### config.mk
export PLATFORM = sky130hd
export DESIGN_NAME = shiftout_chain
export DESIGN_NICKNAME = d
export VERILOG_FILES = /design/src/rtl/shiftout_chain.sv
export SDC_FILE = /design/constraint.sdc
export NUM_CORES = 1
export LEC_CHECK = 0
export ABC_CLOCK_PERIOD_IN_PS = 2770
export CAP_MARGIN = 20
export CORE_ASPECT_RATIO = 0.5
export CORE_MARGIN = 2
export CORE_UTILIZATION = 45
export DETAILED_ROUTE_END_ITERATION = 8
export PLACE_DENSITY = 0.78
export SYNTH_ARGS = -nofsm -noshare
export SYNTH_HDL_FRONTEND = slang
export SYNTH_SLANG_ARGS = --single-unit
### constraint.sdc
create_clock -name clk_in -period 2.77 [get_ports clk_in]
set_input_delay 0.4155 -clock clk_in [delete_from_list [all_inputs] [get_ports clk_in]]
set_output_delay 0.4155 -clock clk_in [all_outputs]
set_load 0.02 [all_outputs]
### src/rtl/shiftout_chain.sv
// Serial shift-out engine for daisy-chained 74HC595-style registers.
// Optional readback of the chain tail: define SHIFTOUT_CHAIN_CAPTURE_EN.
module shiftout_chain #(
  parameter int WIDTH     = 16,
  parameter int CLK_DIV   = 1,
  parameter bit LSB_FIRST = 1'b0
) (
  input  logic             clk_in,
  input  logic             reset_in,
  input  logic             start_in,
  input  logic [WIDTH-1:0] data_in,
`ifdef SHIFTOUT_CHAIN_CAPTURE_EN
  input  logic             sdi_in,
  output logic [WIDTH-1:0] rx_data_out,
`endif
  output logic             busy_out,
  output logic             done_out,
  output logic             clk_out,
  output logic             data_out,
  output logic             latch_out
);

  localparam int BW = $clog2(WIDTH);
  localparam int DW = $clog2(CLK_DIV + 1);
  localparam logic [BW-1:0] BIT_LAST = BW'(WIDTH - 1);
  localparam logic [DW-1:0] DIV_LAST = DW'(CLK_DIV - 1);

  typedef enum logic [1:0] {
    S_IDLE,
    S_LOW,
    S_HIGH
  } state_e;

  state_e           state_q, state_d;
  logic [DW-1:0]    div_q, div_d;
  logic [BW-1:0]    bit_q, bit_d;
  logic [WIDTH-1:0] sh_q, sh_d;
  logic             sclk_q, sclk_d;
  logic             sdo_q, sdo_d;
  logic             lat_q, lat_d;
  logic             busy_q, busy_d;
  logic             done_q, done_d;
`ifdef SHIFTOUT_CHAIN_CAPTURE_EN
  logic [WIDTH-1:0] rxsh_q, rxsh_d;
  logic [WIDTH-1:0] rx_q, rx_d;
`endif

  logic [WIDTH-1:0] sh_next;
  logic             bit_next;

  // Next word position and the bit that follows the current one.
  always_comb begin
    if (LSB_FIRST) begin
      sh_next  = {1'b0, sh_q[WIDTH-1:1]};
      bit_next = sh_q[1];
    end else begin
      sh_next  = {sh_q[WIDTH-2:0], 1'b0};
      bit_next = sh_q[WIDTH-2];
    end
  end

  always_comb begin
    state_d = state_q;
    div_d   = div_q;
    bit_d   = bit_q;
    sh_d    = sh_q;
    sclk_d  = sclk_q;
    sdo_d   = sdo_q;
    lat_d   = lat_q;
    busy_d  = busy_q;
    done_d  = 1'b0;
`ifdef SHIFTOUT_CHAIN_CAPTURE_EN
    rxsh_d  = rxsh_q;
    rx_d    = rx_q;
`endif
    unique case (state_q)
      S_IDLE: begin
        if (start_in) begin
          sh_d    = data_in;
          sdo_d   = LSB_FIRST ? data_in[0] : data_in[WIDTH-1];
          lat_d   = 1'b0;
          busy_d  = 1'b1;
          sclk_d  = 1'b0;
          div_d   = '0;
          bit_d   = '0;
          state_d = S_LOW;
        end
      end
      S_LOW: begin
        if (div_q == DIV_LAST) begin
          div_d   = '0;
          sclk_d  = 1'b1;
          state_d = S_HIGH;
`ifdef SHIFTOUT_CHAIN_CAPTURE_EN
          // Sample alongside the rising serial clock.
          if (LSB_FIRST)
            rxsh_d = {sdi_in, rxsh_q[WIDTH-1:1]};
          else
            rxsh_d = {rxsh_q[WIDTH-2:0], sdi_in};
`endif
        end else begin
          div_d = div_q + 1'b1;
        end
      end
      S_HIGH: begin
        if (div_q == DIV_LAST) begin
          div_d  = '0;
          sclk_d = 1'b0;
          if (bit_q < BIT_LAST) begin
            bit_d   = bit_q + 1'b1;
            sh_d    = sh_next;
            sdo_d   = bit_next;
            state_d = S_LOW;
          end else begin
            bit_d   = '0;
            sdo_d   = 1'b0;
            lat_d   = 1'b1;
            busy_d  = 1'b0;
            done_d  = 1'b1;
            state_d = S_IDLE;
`ifdef SHIFTOUT_CHAIN_CAPTURE_EN
            rx_d    = rxsh_q;
`endif
          end
        end else begin
          div_d = div_q + 1'b1;
        end
      end
      default: state_d = S_IDLE;
    endcase
  end

  always_ff @(posedge clk_in) begin
    if (reset_in) begin
      state_q <= S_IDLE;
      div_q   <= '0;
      bit_q   <= '0;
      sh_q    <= '0;
      sclk_q  <= 1'b0;
      sdo_q   <= 1'b0;
      lat_q   <= 1'b1;
      busy_q  <= 1'b0;
      done_q  <= 1'b0;
`ifdef SHIFTOUT_CHAIN_CAPTURE_EN
      rxsh_q  <= '0;
      rx_q    <= '0;
`endif
    end else begin
      state_q <= state_d;
      div_q   <= div_d;
      bit_q   <= bit_d;
      sh_q    <= sh_d;
      sclk_q  <= sclk_d;
      sdo_q   <= sdo_d;
      lat_q   <= lat_d;
      busy_q  <= busy_d;
      done_q  <= done_d;
`ifdef SHIFTOUT_CHAIN_CAPTURE_EN
      rxsh_q  <= rxsh_d;
      rx_q    <= rx_d;
`endif
    end
  end

  assign busy_out  = busy_q;
  assign done_out  = done_q;
  assign clk_out   = sclk_q;
  assign data_out  = sdo_q;
  assign latch_out = lat_q;
`ifdef SHIFTOUT_CHAIN_CAPTURE_EN
  assign rx_data_out = rx_q;
`endif

endmodule

==> results of run 1 <==
## through the flow
stage                     power (µW)  instances
after global placement           568        191
after global routing             919        195
after detailed placement         570        191
final                            879        195
after CTS                        885        195
after floorplan                  527        141
## worst min-delay path: stages, from the launching register on
cell	delay, ps
dfxtp_1	320
nand2_1	50
a311oi_1	70
## state kept, by name, indices dropped and copies added (netlist names)
| name | cells |
|---|---|
| sh_q | 15 |
| bit_q | 4 |
| state_q | 2 |
| busy_out | 1 |
| clk_out | 1 |
| data_out | 1 |
| done_out | 1 |
| latch_out | 1 |
## routing by layer
metal	up-vias	routed length [µm]
met5	-	0
met4	0	0
met3	0	76
met2	18	1170
met1	519	1310
li1	544	-
## kinds of logic (layout without fill, tap and decap cells)
kind of cell,Yosys count,count (layout)
simple gates,56,56
compound gates,45,45
flops,26,26
buf+inv,13,30
fa+ha+maj,1,1
## cell usage after synthesis, types with 2 or more instances
cell	number
nand2_1	33
clkbuf_1	2
buf_4	3
a21oi_1	21
a311oi_1	4
nor3_1	2
dfxtp_1	26
nor2_1	3
nand3_1	3
o21ai_0	3
or3_1	2
buf_6	5
a311oi_2	10
nor3b_1	3
nand4_1	2
buf_2	2
nand2b_1	2
## where the power goes
part / switching (µW) / total [µW] / internal, µW
sequential: 18.5 / 420 / 402
clock: 123 / 317 / 193
combinational: 69.7 / 143 / 72.9
## area by class of cell
class                   instances  share of cell area [%]
inverters                       1                   0.244
clock buffers                   3                    2.68
clock inverters                 1                    1.95
well taps                      37                    3.00
multi-input cells             102                    42.5
repair buffers                 25                    15.9
flip-flops and latches         26                    33.8
## how the worst min path moves through the flow
stage	start	endpoint	slack [ps]	cells after the start
after floorplan	sh_q[0]	sh_q[0]	450	2
after global placement	sh_q[5]	sh_q[6]	460	2
after detailed placement	sh_q[4]	sh_q[5]	470	2
after CTS	sh_q[4]	sh_q[5]	470	2
after global routing	sh_q[4]	sh_q[5]	500	2
final	sh_q[4]	sh_q[5]	460	2
==> metrics, run 1 <==
status=completed; max cap viols=0; number of flops mapped to enable cells by yosys=0; remaining global-route overflow=0; worst r2r path cells=4; PortBufs=23; wirelength, routed=between 2000 and 3000 µm; combinational family with the most area after synthesis=compound AO/OA/AOI/OAI gates; Place WS=just under 1000 ps; Hold Path Class=reg -> reg; Final Critical Period=1730 ps; antenna fix cells=0; xor/xnor share of the synthesized area=0%; first-pass GRT wire length=4320 µm; cell breakdown of the critical path=ha_1, nand4_1, a21oi_1, a311oi_2; pin count of the biggest net entering global routing=27; # hold bufs at CTS=0; final instance area=between 1500 and 2000 µm²; grt met2 use=25.4%; mux share of post-synthesis cell area=0%; fin. max-slew vios=0; vias=1081; FF-to-FF setup slack=1040 ps; Via density=5.54; I/O Pins=24; unrepaired setup endpoints after global routing=false; grt met3 use=~4.6%; CTS tree=built; asr flop ratio synth=0%; Buf/Inv on CP=0; Routed Antenna Nets=0; post-synthesis sequential area ratio=between 40% and 50%; setup violators final=0; Synth area leaders=dfxtp_1, a311oi_2, nand2_1, a21oi_1, buf_6; Num Clock Sinks=26; CP startpoint=bit_q[0]; crit path to=sh_q[13]; initial antenna violation count=0; Synth-to-Final Area Change=20.9%; nets=179; synthesized area=about 1300 µm²; slack of the critical path=about 1000 ps; R2R Path Start=bit_q[0]; commonest non-fill, non-tap cells in the layout=nand2_1, dfxtp_1, clkdlybuf4s50_1, a21oi_1, a311oi_2; largest stage delay on the critical path=a little over 500 ps; Initial Util=roughly 48%; Slowest cell on crit path=nand4_1; Fmax=577 MHz; Crit. End Element=flip-flop; Root Buffer=clkbuf_8; GRT Overall Usage=16.5%; synthesized-area fraction occupied by adder cells=0.981%; sequential cell area=~520 µm²; Post-Synth Simple-Gate Area=roughly a fifth; vias in the first global route=between 900 and 1000; relative slew slack=54.6%; postcts setup bufs=0; post-synth cell types=32; period utilization=a little over three fifths; Iteration-0 DRC Markers=107; die height=approximately 42 µm; crit-path leading delay family=simple AND/OR/NAND/NOR gates; share of cells above drive strength 1=approximately an eighth; Synth top area share=40.8%; yosys warns=0; WP data required=a little under 3000 ps; clock-pin slew of the registers on the worst-case setup and hold paths=around 100 ps; register bit total from synthesis=26; pwr dens=571 nW/µm²; Rows=13; RD Place Congestion=around 0.76; commonest non-fill, non-tap cell in the layout=nand2_1; final hold slack=between 400 and 500 ps; Yosys top cell by area=dfxtp_1; Setup TNS=0 ps; Worst path depth=4; Fillers=238; dpl hpwl=roughly 1600 µm; global route hottest layer=met2; post-synthesis compound-gate area fraction=29.7%; GR Layer Usage met1=between 20% and 30%; post_cts resized=0; final hold viol count=0; Post-DP Area=1470 µm²; worst r2r dst=sh_q[13]; 1st-pass router iterations=4; Die X=slightly below 80 µm; Clock Latency Late Sink=approximately 280 ps; total core area=about 2600 µm²; Final Util=approximately 60%; syn_area_per_cell=~9.0 µm²; footprint of the multi-input gates=654 µm²; Post-Syn Nets=161; synthesized netlist cell count=around 140; Routed WL per cell=around 13 µm; Worst-Margin Slew=a little under 700 ps; CP Class=reg -> reg; worst-path fanout max=14; Leak=0.000541 µW; die area=approximately 3300 µm²; total CTS buffers=3; Startpoint Class=flip-flop; Worst Skew=10.6 ps; most common flop cell mapped by yosys=dfxtp_1; clock buffer depth=2; Worst VDD drop=0.000284 V; CTS H-tree depth=1; Data arrival, critical path=1890 ps; DRC Markers=0
(Power assumes the default switching activity.)
==> inputs of run 2 (changes only) <==
--- a/config.mk
+++ b/config.mk
@@ -5,7 +5,7 @@
 export SDC_FILE = /design/constraint.sdc
 export NUM_CORES = 1
 export LEC_CHECK = 0
-export ABC_CLOCK_PERIOD_IN_PS = 2770
+export ABC_CLOCK_PERIOD_IN_PS = 1760
 export CAP_MARGIN = 20
 export CORE_ASPECT_RATIO = 0.5
 export CORE_MARGIN = 2
==> constraint.sdc (replaced) <==
create_clock -name clk_in -period 1.76 [get_ports clk_in]
set_input_delay 0.264 -clock clk_in [delete_from_list [all_inputs] [get_ports clk_in]]
set_output_delay 0.264 -clock clk_in [all_outputs]
set_load 0.02 [all_outputs]
==> metrics, run 2 (synthesis results as in run 1) <==
pwr dens=slightly above 800 nW/µm²; Setup TNS=0 ps; post_cts resized=0; RD Place Congestion=0.723; grt met3 use=5.22%; DRC Markers=0; Clock Latency Late Sink=approximately 270 ps; largest stage delay on the critical path=610 ps; global route hottest layer=met2; fin. max-slew vios=0; Rows=13; WP data required=around 1500 ps; Startpoint Class=flip-flop; wirelength, routed=around 2600 µm; vias=1068; Fmax=approximately 670 MHz; CTS tree=built; die height=between 40 and 50 µm; FF-to-FF setup slack=between 200 and 300 ps; R2R Path Start=state_q[0]; pin count of the biggest net entering global routing=27; initial antenna violation count=0; Crit. End Element=output pin; CP Class=reg -> out; I/O Pins=24; Worst Skew=2.94 ps; GR Layer Usage met1=about 23%; remaining global-route overflow=0; hold-critical path depth=2; max reg flops=15; Slowest cell on crit path=clkdlybuf4s50_1; crit-path leading delay family=buffers and inverters; Fillers=245; # hold bufs at CTS=0; die area=3300 µm²; worst r2r dst=sh_q[14]; top flop regs=sh_q: 15 flops, bit_q: 4 flops, state_q: 2 flops; period utilization=between 80% and 90%; share of cells above drive strength 1=roughly 15%; dpl hpwl=between 1500 and 2000 µm; vias in the first global route=1025; max cap viols=0; relative slew slack=approximately 78%; worst-path fanout max=2; PortBufs=23; Iteration-0 DRC Markers=42; HP Start=clk_out; clock buffer depth=2; total core area=about 2600 µm²; Die X=79.3 µm; Final Non-Filler Cells=approximately 200; postcts setup bufs=0; worst r2r path cells=4; Initial Util=about half; unrepaired setup endpoints after global routing=false; grt met2 use=between 20% and 30%; CTS H-tree depth=1; commonest non-fill, non-tap cell in the layout=nand2_1; status=completed; Top reg by flops=sh_q; Hold Path Class=reg -> reg; Worst VDD drop=0.000413 V; final hold viol count=0; Final Critical Period=around 1500 ps; Data arrival, critical path=1220 ps; cell breakdown of the critical path=clkdlybuf4s50_1; Buf/Inv on CP=1; first-pass GRT wire length=between 4000 and 5000 µm; Routed WL per cell=between 10 and 15 µm; antenna fix cells=0; placed insts=a little under 200; total CTS buffers=3; 1st-pass router iterations=4; Worst Hold Endpoint=clk_out; nets=about 180; Synth-to-Final Area Change=23.9%; Num Clock Sinks=26; Routed Antenna Nets=0; clock-pin slew of the registers on the worst-case setup and hold paths=90 ps; commonest non-fill, non-tap cells in the layout=nand2_1, dfxtp_1, clkdlybuf4s50_1, a21oi_1, a311oi_2; Worst-Margin Slew=~340 ps; Via density=5.37; Leak=between 0.0005 and 0.0006 µW; Root Buffer=clkbuf_8; setup violators final=0; GRT Overall Usage=approximately 17%
[run 2: layout make-up]
class                      instances  area (µm²)  area share [%]
clock buffer                       4        55.1            3.48
sequential                        26         520            32.9
inverter                           1        3.75           0.238
tap                               37        46.3            2.93
multi-input combinational        102         654            41.4
timing repair buffer              29         300            19.0
[run 2: how the worst max path moves through the flow]
stage | from | to | slack [ps] | depth (start not counted)
final | latch_out | latch_out | 280 | 1
after detailed placement | start_in | sh_q[14] | 130 | 4
after floorplan | bit_q[0] | sh_q[11] | 420 | 5
after global placement | start_in | sh_q[4] | 170 | 5
after CTS | state_q[0] | sh_q[14] | 260 | 4
after global routing | state_q[0] | sh_q[1] | 140 | 4
[run 2: report_power, final]
part	internal (µW)	switching, µW	leakage (µW)
logic	126	114	0.000317
registers	632	27.7	0.000215
clock network	200	184	0.0000288
[run 2: through the flow]
step / setup slack (ps) / cell area, µm² / util (%) / hold slack, ps / total power, µW
2_1_floorplan: 424 / 1270 / - / 400 / 830
3_3_place_gp: 172 / 1530 / 57.9 / 464 / 908
3_5_place_dp: 128 / 1530 / 57.9 / 471 / 914
4_1_cts: 263 / 1580 / 60.0 / 484 / 1300
5_1_grt: 137 / 1580 / 60.0 / 526 / 1360
6_report: 278 / 1580 / 60.0 / 479 / 1280
[run 2: layer usage]
metal  vias up  wire length (µm)
met3         2                79
met5         -                 0
met2        11              1170
met4         0                19
li1        550                 -
met1       505              1340
==> inputs of run 3 (changes only) <==
--- a/config.mk
+++ b/config.mk
@@ -5,13 +5,13 @@
 export SDC_FILE = /design/constraint.sdc
 export NUM_CORES = 1
 export LEC_CHECK = 0
-export ABC_CLOCK_PERIOD_IN_PS = 1760
+export ABC_CLOCK_PERIOD_IN_PS = 1300
 export CAP_MARGIN = 20
 export CORE_ASPECT_RATIO = 0.5
 export CORE_MARGIN = 2
 export CORE_UTILIZATION = 45
 export DETAILED_ROUTE_END_ITERATION = 8
-export PLACE_DENSITY = 0.78
+export PLACE_DENSITY = 0.8
 export SYNTH_ARGS = -nofsm -noshare
 export SYNTH_HDL_FRONTEND = slang
 export SYNTH_SLANG_ARGS = --single-unit
==> constraint.sdc (replaced) <==
create_clock -name clk_in -period 1.3 [get_ports clk_in]
set_input_delay 0.195 -clock clk_in [delete_from_list [all_inputs] [get_ports clk_in]]
set_output_delay 0.195 -clock clk_in [all_outputs]
set_load 0.02 [all_outputs]
==> metrics, run 3 (synthesis results as in run 1) <==
worst-path fanout max=7; relative slew slack=81.6%; WP data required=1480 ps; CTS tree=built; die height=between 40 and 50 µm; Clock Latency Late Sink=between 200 and 300 ps; Crit. End Element=flip-flop; CP Class=reg -> reg; Worst-Margin Slew=275 ps; fin. max-slew vios=0; RD Place Congestion=~0.75; remaining global-route overflow=0; Final Critical Period=approximately 1300 ps; Slowest cell on crit path=dfxtp_2; Worst path depth=5; Worst Skew=around 6.3 ps; pwr dens=1000 nW/µm²; Leak=~0.00065 µW; Via density=5.40; final hold viol count=0; worst r2r path cells=5; # hold bufs at CTS=0; Routed WL per cell=between 10 and 15 µm; dpl hpwl=between 1500 and 2000 µm; GRT Overall Usage=between 10% and 20%; Setup TNS=0 ps; Rows=13; antenna fix cells=0; vias=1134; 1st-pass router iterations=4; Startpoint Class=flip-flop; status=completed; period utilization=between 90% and 100%; vias in the first global route=about 1100; top flop regs=sh_q: 15 flops, bit_q: 4 flops, state_q: 2 flops; die area=between 3000 and 4000 µm²; Synth-to-Final Area Change=36.0%; crit-path leading delay family=flip-flops; total core area=about 2600 µm²; clock-pin slew of the registers on the worst-case setup and hold paths=approximately 90 ps; Final Non-Filler Cells=210; Root Buffer=clkbuf_8; total CTS buffers=3; PortBufs=23; largest stage delay on the critical path=370 ps; commonest non-fill, non-tap cell in the layout=nand2_1; Initial Util=between 40 and 50%; nets=roughly 200; wirelength, routed=2990 µm; Num Clock Sinks=26; unrepaired setup endpoints after global routing=true; I/O Pins=24; CTS H-tree depth=1; Top reg by flops=sh_q; cell breakdown of the critical path=ha_4, and4_4, nor2_4, buf_12, a311oi_2; Die X=~79 µm; max cap viols=0; hold-critical path depth=2; pin count of the biggest net entering global routing=27; max reg flops=15; share of cells above drive strength 1=between 20% and 30%; initial antenna violation count=0; Worst VDD drop=between 0.0003 and 0.0004 V; Buf/Inv on CP=1; commonest non-fill, non-tap cells in the layout=nand2_1, dfxtp_1, a21oi_1, clkdlybuf4s50_1; placed insts=between 200 and 250; clock buffer depth=2; Iteration-0 DRC Markers=54; Data arrival, critical path=1480 ps; Fmax=about 770 MHz; setup violators final=0; Hold Path Class=reg -> reg; DRC Markers=0; Routed Antenna Nets=0; first-pass GRT wire length=just under 5000 µm
run 3: path summary, 6_finish.rpt:
path              startpoint  slack (ps)       end
setup / recovery    bit_q[1]           2  sh_q[11]
setup reg to reg    bit_q[1]           2  sh_q[11]
hold reg to reg      clk_out         480   clk_out
hold / removal       clk_out         480   clk_out
run 3: power breakdown:
| group | leakage, µW | internal (µW) | switching [µW] |
|---|---|---|---|
| logic | 0.000409 | 202 | 177 |
| clock network | 0.0000216 | 208 | 252 |
| registers | 0.000216 | 857 | 38.9 |
run 3: timing repair:
item | CTS | global route
gates cloned | 0 | 1
setup buffers | 1 | 2
pin swaps | 1 | 0
endpoints found under the setup margin | 19 | 19
resized for setup | 7 | 8
run 3: final cells by class:
type,instances,area [µm²]
clock buffer,3,41.3
sequential,26,526
fill,198,901
timing repair buffer,41,414
tap,37,46.3
multi-input combinational,102,703
inverter,1,3.75
run 3: worst reg2reg max path, stage by stage, from the launching register on:
cell and delay [ps]:
dfxtp_2 370, ha_4 170, and4_4 270, nor2_4 60
buf_12 140, a311oi_2 210
run 3: routing by layer:
| layer | wire, µm | vias up | global-route usage, % | share of wire, % |
|---|---|---|---|---|
| met4 | 12 | 0 | 4.14 | 0.40 |
| met5 | 0 | - | 0 | 0 |
| met3 | 125 | 3 | 4.57 | 4.2 |
| met1 | 1400 | 534 | 25.3 | 47 |
| li1 | - | 576 | - | - |
| met2 | 1450 | 21 | 30.5 | 49 |
run 3: metrics by stage:
stage,total power (µW),hold slack (ps),utilization [%],cell area (µm²),worst slack [ps]
2_1_floorplan,1130,331,-,1280,17.3
3_3_place_gp,1250,460,61.0,1610,-161
3_5_place_dp,1260,469,61.0,1610,-209
4_1_cts,1700,482,63.1,1660,0.0503
5_1_grt,1800,503,65.8,1730,-35.2
6_report,1730,481,65.8,1730,2.03
